<file path="src/rtl/branch_seq_pkg.sv">
// Shared types and constants for the conditional-branch control sequencer.
package branch_seq_pkg;

  localparam logic [4:0] BR_OPCODE = 5'b10010;

  // Sequencer states; one cycle each except IDLE.
  typedef enum logic [2:0] {
    IDLE = 3'd0,
    COND = 3'd1,
    LDY  = 3'd2,
    ADD  = 3'd3,
    UPD  = 3'd4,
    DONE = 3'd5
  } state_e;

  // Condition codes carried in the low two bits of the C2 field.
  typedef enum logic [1:0] {
    ZR = 2'b00,
    NZ = 2'b01,
    PL = 2'b10,
    MI = 2'b11
  } cond_e;

  // Branch instruction word layout.
  typedef struct packed {
    logic [4:0]  opcode;
    logic [3:0]  ra;
    logic [3:0]  c2;
    logic [18:0] c;
  } instr_t;

  // Registered control/status strobes, in output order.
  typedef struct packed {
    logic gra;
    logic rout;
    logic conin;
    logic pcout;
    logic yin;
    logic cout;
    logic alu_add;
    logic zin;
    logic zlowout;
    logic pcin;
    logic busy;
    logic done;
    logic err;
  } ctrl_t;

  // True when the instruction word carries the branch opcode.
  function automatic logic is_branch(input logic [31:0] ir);
    instr_t i;
    i = instr_t'(ir);
    return (i.opcode == BR_OPCODE);
  endfunction

endpackage

</file>
<file path="src/rtl/branch_seq_if.sv">
// Handshake, instruction and strobe bundle between the sequencer and its master.
interface branch_seq_if #(
  parameter int unsigned CNT_W = 16
);
  logic             start;
  logic [31:0]      ir;
  logic             con;
  logic [1:0]       c2_out;
  logic             Gra;
  logic             Rout;
  logic             CONin;
  logic             PCout;
  logic             Yin;
  logic             Cout;
  logic             alu_add;
  logic             Zin;
  logic             Zlowout;
  logic             PCin;
  logic             busy;
  logic             done;
  logic             taken;
  logic             err;
  logic [CNT_W-1:0] taken_cnt;
  logic [CNT_W-1:0] ntaken_cnt;

  modport master (
    output start, ir, con,
    input  c2_out, Gra, Rout, CONin, PCout, Yin, Cout, alu_add, Zin,
           Zlowout, PCin, busy, done, taken, err, taken_cnt, ntaken_cnt
  );

  modport slave (
    input  start, ir, con,
    output c2_out, Gra, Rout, CONin, PCout, Yin, Cout, alu_add, Zin,
           Zlowout, PCin, busy, done, taken, err, taken_cnt, ntaken_cnt
  );
endinterface

</file>
<file path="src/rtl/branch_seq_sat_counter.sv">
// Saturating up-counter used for branch outcome statistics.
module sat_counter #(
  parameter int unsigned CNT_W = 16
) (
  input  logic             clock,
  input  logic             clear,
  input  logic             inc,
  output logic [CNT_W-1:0] count
);

  // Count up on inc, stick at all-ones instead of wrapping.
  always_ff @(posedge clock) begin
    if (clear) begin
      count <= '0;
    end else if (inc && (count != '1)) begin
      count <= count + CNT_W'(1);
    end
  end

endmodule

</file>
<file path="src/rtl/branch_seq.sv">
// Control sequencer for the conditional branch instruction (brzr/brnz/brpl/brmi).
module branch_seq
  import branch_seq_pkg::*;
#(
  parameter int unsigned CNT_W = 16
) (
  input  logic       clock,
  input  logic       clear,
  branch_seq_if.slave bus
);

  state_e state;
  state_e state_n;
  instr_t ir_q;
  logic   taken_q;
  ctrl_t  ctrl_q;
  ctrl_t  ctrl_n;
  logic   inc_taken;
  logic   inc_ntaken;
  logic   unused_ir_fields;

  // Next state and the strobes for that state, registered below so outputs stay Moore.
  always_comb begin
    state_n = state;
    ctrl_n  = '0;

    unique case (state)
      IDLE: if (bus.start && is_branch(bus.ir)) state_n = COND;
      COND: state_n = LDY;
      LDY:  state_n = ADD;
      ADD:  state_n = UPD;
      UPD:  state_n = DONE;
      DONE: state_n = IDLE;
      default: state_n = IDLE;
    endcase

    unique case (state_n)
      COND: begin
        ctrl_n.gra   = 1'b1;
        ctrl_n.rout  = 1'b1;
        ctrl_n.conin = 1'b1;
      end
      LDY: begin
        ctrl_n.pcout = 1'b1;
        ctrl_n.yin   = 1'b1;
      end
      ADD: begin
        ctrl_n.cout    = 1'b1;
        ctrl_n.alu_add = 1'b1;
        ctrl_n.zin     = 1'b1;
      end
      UPD: begin
        // taken_q was settled at the end of LDY, so it is final by now.
        ctrl_n.zlowout = taken_q;
        ctrl_n.pcin    = taken_q;
      end
      DONE: ctrl_n.done = 1'b1;
      default: ;
    endcase

    ctrl_n.busy = (state_n != IDLE);
    ctrl_n.err  = (state == IDLE) && bus.start && !is_branch(bus.ir);
  end

  // State, instruction latch, outcome flag and output strobes.
  always_ff @(posedge clock) begin
    if (clear) begin
      state   <= IDLE;
      ir_q    <= '0;
      taken_q <= 1'b0;
      ctrl_q  <= '0;
    end else begin
      state  <= state_n;
      ctrl_q <= ctrl_n;
      if ((state == IDLE) && (state_n == COND)) begin
        ir_q <= instr_t'(bus.ir);
      end
      if (state == LDY) begin
        taken_q <= bus.con;
      end
    end
  end

  // Outcome counters advance during DONE only.
  assign inc_taken  = (state == DONE) &&  taken_q;
  assign inc_ntaken = (state == DONE) && !taken_q;

  sat_counter #(.CNT_W(CNT_W)) u_taken_cnt (
    .clock (clock),
    .clear (clear),
    .inc   (inc_taken),
    .count (bus.taken_cnt)
  );

  sat_counter #(.CNT_W(CNT_W)) u_ntaken_cnt (
    .clock (clock),
    .clear (clear),
    .inc   (inc_ntaken),
    .count (bus.ntaken_cnt)
  );

  // Remaining instruction fields are consumed by the datapath, not decoded here.
  assign unused_ir_fields = ^{ir_q.opcode, ir_q.ra, ir_q.c2[3:2], ir_q.c};

  assign bus.c2_out  = ir_q.c2[1:0];
  assign bus.Gra     = ctrl_q.gra;
  assign bus.Rout    = ctrl_q.rout;
  assign bus.CONin   = ctrl_q.conin;
  assign bus.PCout   = ctrl_q.pcout;
  assign bus.Yin     = ctrl_q.yin;
  assign bus.Cout    = ctrl_q.cout;
  assign bus.alu_add = ctrl_q.alu_add;
  assign bus.Zin     = ctrl_q.zin;
  assign bus.Zlowout = ctrl_q.zlowout;
  assign bus.PCin    = ctrl_q.pcin;
  assign bus.busy    = ctrl_q.busy;
  assign bus.done    = ctrl_q.done;
  assign bus.err     = ctrl_q.err;
  assign bus.taken   = taken_q;

endmodule

</file>
<file path="src/flat_wrapper.sv">
// flat-port wrapper written by rule: the top's interface ports become plain ports
module branch_seq_flat import branch_seq_pkg::*;
#(
  parameter int unsigned CNT_W = 16
)
  (clock, clear, bus_start, bus_ir, bus_con, bus_c2_out, bus_Gra, bus_Rout, bus_CONin, bus_PCout, bus_Yin, bus_Cout, bus_alu_add, bus_Zin, bus_Zlowout, bus_PCin, bus_busy, bus_done, bus_taken, bus_err, bus_taken_cnt, bus_ntaken_cnt);
  branch_seq_if #(.CNT_W(CNT_W)) bus_i ();
  input  logic clock;
  input  logic clear;
  input wire logic [$bits(bus_i.start)-1:0] bus_start;
  input wire logic [$bits(bus_i.ir)-1:0] bus_ir;
  input wire logic [$bits(bus_i.con)-1:0] bus_con;
  output wire logic [$bits(bus_i.c2_out)-1:0] bus_c2_out;
  output wire logic [$bits(bus_i.Gra)-1:0] bus_Gra;
  output wire logic [$bits(bus_i.Rout)-1:0] bus_Rout;
  output wire logic [$bits(bus_i.CONin)-1:0] bus_CONin;
  output wire logic [$bits(bus_i.PCout)-1:0] bus_PCout;
  output wire logic [$bits(bus_i.Yin)-1:0] bus_Yin;
  output wire logic [$bits(bus_i.Cout)-1:0] bus_Cout;
  output wire logic [$bits(bus_i.alu_add)-1:0] bus_alu_add;
  output wire logic [$bits(bus_i.Zin)-1:0] bus_Zin;
  output wire logic [$bits(bus_i.Zlowout)-1:0] bus_Zlowout;
  output wire logic [$bits(bus_i.PCin)-1:0] bus_PCin;
  output wire logic [$bits(bus_i.busy)-1:0] bus_busy;
  output wire logic [$bits(bus_i.done)-1:0] bus_done;
  output wire logic [$bits(bus_i.taken)-1:0] bus_taken;
  output wire logic [$bits(bus_i.err)-1:0] bus_err;
  output wire logic [$bits(bus_i.taken_cnt)-1:0] bus_taken_cnt;
  output wire logic [$bits(bus_i.ntaken_cnt)-1:0] bus_ntaken_cnt;
  assign bus_i.start = bus_start;
  assign bus_i.ir = bus_ir;
  assign bus_i.con = bus_con;
  assign bus_c2_out = bus_i.c2_out;
  assign bus_Gra = bus_i.Gra;
  assign bus_Rout = bus_i.Rout;
  assign bus_CONin = bus_i.CONin;
  assign bus_PCout = bus_i.PCout;
  assign bus_Yin = bus_i.Yin;
  assign bus_Cout = bus_i.Cout;
  assign bus_alu_add = bus_i.alu_add;
  assign bus_Zin = bus_i.Zin;
  assign bus_Zlowout = bus_i.Zlowout;
  assign bus_PCin = bus_i.PCin;
  assign bus_busy = bus_i.busy;
  assign bus_done = bus_i.done;
  assign bus_taken = bus_i.taken;
  assign bus_err = bus_i.err;
  assign bus_taken_cnt = bus_i.taken_cnt;
  assign bus_ntaken_cnt = bus_i.ntaken_cnt;
  branch_seq #(.CNT_W(CNT_W)) u_core (.clock(clock), .clear(clear), .bus(bus_i));
endmodule
</file>
<file path="config.mk">
export PLATFORM = sky130hd
export DESIGN_NAME = branch_seq_flat
export DESIGN_NICKNAME = d
export VERILOG_FILES = /design/src/rtl/branch_seq_pkg.sv /design/src/rtl/branch_seq_if.sv /design/src/rtl/branch_seq_sat_counter.sv /design/src/rtl/branch_seq.sv /design/src/flat_wrapper.sv
export SDC_FILE = /design/constraint.sdc
export NUM_CORES = 1
export LEC_CHECK = 0
export BUFFER_PORTS_ARGS = -buffer_cell sky130_fd_sc_hd__buf_2
export CAP_MARGIN = 0
export CORE_ASPECT_RATIO = 1.5
export CORE_MARGIN = 1
export CORE_UTILIZATION = 41
export DETAILED_ROUTE_END_ITERATION = 7
export GPL_ROUTABILITY_DRIVEN = 0
export HOLD_SLACK_MARGIN = 0.08
export PLACE_DENSITY = 0.76
export SKIP_CTS_REPAIR_TIMING = 1
export SLEW_MARGIN = 20
export SYNTH_ARGS = -nofsm -noshare
export SYNTH_HDL_FRONTEND = slang
export SYNTH_SLANG_ARGS = --single-unit
</file>
<file path="constraint.sdc">
create_clock -name clock -period 1.9 [get_ports clock]
set_input_delay 0 -clock clock [delete_from_list [all_inputs] [get_ports clock]]
set_output_delay 0 -clock clock [all_outputs]
set_load 0.02 [all_outputs]
</file>
After elaboration in Yosys (flattened, before gate mapping). Index checks and enable logic that the tools add are counted.

Add/subtract/negate cells: 2. Equality and inequality tests: 13. Mux-type cells: 6. Bitwise gates (word level): 1. Reduce and logical (&&, ||, !) cells: 13.

Operators with widths (number): adder 16 x 1 -> 16 bit (second input constant) (2); != test 16 bit (second input constant) (2); one-hot mux 3 bit (5 select lines) (1); == test 3 x 2 -> 1 bit (second input constant) (4); == test 3 bit (second input constant) (4); two-way mux 3 bit (3); logical AND 1 bit (8); == test 3 x 1 -> 1 bit (second input constant) (2); == test 5 bit (second input constant) (1); zero test 3 bit (1); nonzero test 3 bit (1); zero test 1 bit (2); two-way mux 2 bit (1); OR reduction 2 bit (1); two-way mux 1 bit (1); NOT 1 bit (1).

Register bits after elaboration: 50. Input bits: 36. Output and inout bits: 48. Word-level logic and storage cells: 52.

Logic depth before layout (Yosys ltp).
Depth after elaboration: 7. Mapped depth: 7. Mapped depth without buffers: 5.

Hierarchy. A second synthesis with hierarchy kept.

Cells, all modules: 255. Area, all modules: 2265.9 µm².

Modules (own cells, without submodules): sat_counter (times used 2, cells each 99, area each 848.3 µm², seq. area each 320.3 µm²); branch_seq (times used 1, cells each 57, area each 569.3 µm², seq. area each 260.2 µm²).

Least setup slack after synthesis. Ideal clock, no wire load.

Kind: register -> register. From: register u_core.u_ntaken_cnt.count[0]. To: register u_core.u_ntaken_cnt.count[7]. Library setup time: 121 ps. Arrival time: 1926 ps. Data required time: 1779 ps. Slack: -147 ps. Cell stages (with the launch flop): 7. Path buffers: 1. Period minus slack after synthesis: 2047 ps. Path through: dfxtp_1 > ha_1 > nand4_1 > nor4_2 > buf_2 > nor4_1 > mux2_2.

Longest elaborated chain between the ends: 2. Elaborated cells on any way between the ends: 3. Classes of those cells: add/sub: 1; eq/ne: 1; reduce/logical: 1.

RTL lines: start, declared (RTL line branch_seq_sat_counter.sv:8) `output logic [CNT_W-1:0] count`; start signal, assigned (RTL line branch_seq_sat_counter.sv:16) `count <= count + CNT_W'(1);`; parallel branches: the longest is 2 deep, another holds adder 16 x 1 -> 16 bit.

Parallel ways; which one is timed is not known. A chain may end at the register's enable or synchronous reset.

Worst setup path after layout.
From: register u_core.u_ntaken_cnt.count[0]. To: register u_core.u_ntaken_cnt.count[8].

Same word-level chain as after synthesis.

==> run_results.csv <==
group,metric,value,unit
synthesis,syn_inst,254,
sta,hold_violations,0,
setup_path,cpMaxStageDelayCell,"or3_1",
drt,wl_per_cell,12.8,µm
cts,htreeDepth,2,
drt,via_count,2189,
setup_path,cp.arrival,1.99,ns
sta,slew-limit-headroom,66.9,%
global_routing,grt_start_max_net_pins,20,
synthesis,synth.top_cells.by_count,"dfxtp_1 (45), a21oi_1 (21), nand2_1 (18), nor2_1 (18), nand3_1 (11)",
sta,drv_slew,0,
floorplan,die_y,91.7,µm
setup_path,crit_path_cell_trace,"ha_1, nand4_1, or3_1, or3_1, a21oi_1",
sta,max_freq,0.571,GHz
setup_path,r2r_setup_slack,0.15,ns
place,place_hpwl,3.67,mm
floorplan,ioPinCount,84,
setup_path,required,2.14,ns
synthesis,ys.flop_type,"dfxtp_1",
floorplan,row_count,32,
synthesis,synth.largest_area_cell,"dfxtp_1",
cts,cts_buffers,5,
global_routing,grt_pass1_vias,1968,
synthesis,async_reset_ff_share,0,%
layout,area_delta_synth_final,27.5,%
layout,fin_area,2800,µm²
synthesis,synth_most_common_cell,"dfxtp_1",
synthesis,synth_warnings,0,
place,portBuffers,58,
sta,min_period,1.75,ns
cts,clk_latency,0.30,ns
setup_path,critPathLaunch,"u_core.u_ntaken_cnt.count[0]",
sta,worst_pin_slew,0.493,ns
setup_path,crit_fanout,6,
drt,ant_nets,0,
floorplan,core,5160,µm²
synthesis,avgSynthCellArea,8.66,µm²
sta,clock_skew,0.00687,ns
synthesis,ys_ff_latch,45,
power,p_sw,0.379,mW
setup_path,cp-end-kind,"register",
synthesis,synth_area,2200,µm²
power,peakVddDrop,0.431,mV
min_path,min_delay_path_depth,2,
power,p_leak,1.14,nW
layout,nets,365,
sta,setup_violations,0,
power,intPower,1.23,mW
sta,fin_setup_tns,0,ns
setup_path,cp.depth,5,
cts,clockBufferDepth,2,
drt,dr.pass1.iters,4,
floorplan,start_util,42.6,%
synthesis,ys_seq_area_share,41.0,%
min_path,holdCritPathClass,"input pin to register",
status,outcome,"completed",
place,pre_cts_ws,0.107,ns
setup_path,crit_buf_inv,0,
drt,finalWirelength,5.06,mm
drt,drtIter0Drc,113,
floorplan,die_w,61.8,µm
sta,period_share,92.1,%
layout,drive_above_1_share,31.7,%
setup_path,cp-start-kind,"register",
global_routing,track_usage,18.0,%
setup_path,cp_common_cell,"or3_1",
power,clkPwrFrac,37.2,%
synthesis,syn_nets,292,
setup_path,critPathCapture,"u_core.u_ntaken_cnt.count[8]",
synthesis,ys_types,43,
floorplan,die_area,5670,µm²
sta,fin_ws,0.149,ns
global_routing,grt-ovfl-total,0,
setup_path,reg2reg_from,"u_core.u_ntaken_cnt.count[0]",
setup_path,critical_path.max_stage_delay,0.42,ns
setup_path,rr_worst_depth,5,
setup_path,crit_family,"simple AND/OR/NAND/NOR gates",
global_routing,grt_pass1_wl,8.03,mm
setup_path,rr_endpoint,"u_core.u_ntaken_cnt.count[8]",
place,place_area,2640,µm²
synthesis,yosysTopAreaCellShare,41.0,%
power,comb_power_share,4.0,%
cts,clkSlewWorstSetupHoldPaths,0.09,ns
drt,drc_errors,0,
cts,cts_tree,"built",
synthesis,netlist_top_cells_area,"dfxtp_1 (41%), a21oi_1 (4.8%), o31ai_1 (3.4%), nand2_1 (3.1%), nor2_1 (3.1%)",
drt,vias_per_cell,5.53,
global_routing,antenna_found_initial,0,
power,p_sw_share,23.6,%
job,max_cap_viol_count,0,
synthesis,synth_edf_count,0,
cts,cts-root-buf,"clkbuf_8",
power,pwr-share-seq,58.8,%
cts,cts.sinks,45,
layout,antenna_cells,0,
setup_path,crit_type,"register to register",
power,power_density,574,nW/µm²
## area by class of cell
cell class	count	area [µm²]
Clock inverter	3	22.5
Sequential cell	45	903
Clock buffer	5	68.8
Tap cell	68	85.1
Inverter	8	30.0
Timing Repair Buffer	84	498
Fill cell	487	2360
Multi-Input combinational cell	183	1200
## cell usage in the layout (no fill, tap or decap), types with 9 or more instances in the layout
cell type  instances
buf_4             21
nor2_1            18
nand2_1           18
o31ai_1           10
nand3_1           11
a21oi_1           21
dfxtp_1           43
nand4_1            9
buf_2             58
## sequential cells by signal, summed over array words and instances, names as in the netlist
signal	cells
u_core.bus.Yin	1
u_core.bus.Zin	1
u_core.bus.Zlowout	1
u_core.bus.err	1
u_core.bus.busy	1
u_core.state	3
u_core.u_taken_cnt.count	16
u_core.bus.CONin	1
u_core.bus.c2_out	2
u_core.bus.taken	1
u_core.u_ntaken_cnt.count	16
u_core.bus.done	1
## worst min-delay path by stage
stage / start / slack, ns / endpoint
2_1_floorplan: bus_con / 0.14 / u_core.bus.taken
3_3_place_gp: bus_ir[20] / 0.24 / u_core.bus.c2_out[1]
3_5_place_dp: bus_ir[20] / 0.25 / u_core.bus.c2_out[1]
4_1_cts: bus_ir[20] / -0.06 / u_core.bus.c2_out[1]
5_1_grt: clear / 0.1 / u_core.u_ntaken_cnt.count[12]
6_report: clear / 0.08 / u_core.u_ntaken_cnt.count[12]
## cells by family (layout without fill, tap and decap cells)
family | count (synthesis) | in the layout | share of synthesized area [%]
adders and majority gates | 2 | 2 | 1.14
AOI/OAI and AO/OA | 55 | 55 | 16.3
muxes | 11 | 11 | 5.35
DFF | 45 | 45 | 41.0
buffers and inverters | 26 | 100 | 5.97
and+or+nand+nor | 113 | 113 | 29.5
xor gates and xnor gates | 2 | 2 | 0.797
## through the flow
| step | hold WS, ns | power (mW) | utilization (%) | std cells |
|---|---|---|---|---|
| after CTS | -0.0637 | 1.63 | 52.9 | 391 |
| after floorplan | 0.136 | 1.00 | - | 254 |
| after global routing | 0.0986 | 1.68 | 54.3 | 396 |
| after global placement | 0.237 | 1.02 | 51.2 | 383 |
| after detailed placement | 0.250 | 1.03 | 51.2 | 383 |
| final | 0.0755 | 1.61 | 54.3 | 396 |
## routing by layer
layer  track usage (%)  vias to the layer above  wire length (µm)
met5                 0                        -                 0
met3              2.96                       11               142
met2              32.5                       54              2760
met4              8.52                        0               109
li1                  -                     1088                 -
met1              19.1                     1036              2050
## power by group through the flow
stage | registers [mW] | clock network [mW] | logic, mW
floorplan | 0.974 | 0 | 0.0306
global placement | 0.969 | 0 | 0.0553
detailed placement | 0.970 | 0 | 0.0566
CTS | 0.947 | 0.621 | 0.0567
global route | 0.948 | 0.657 | 0.0703
finish | 0.947 | 0.599 | 0.0638
(Power assumes the default switching activity.)
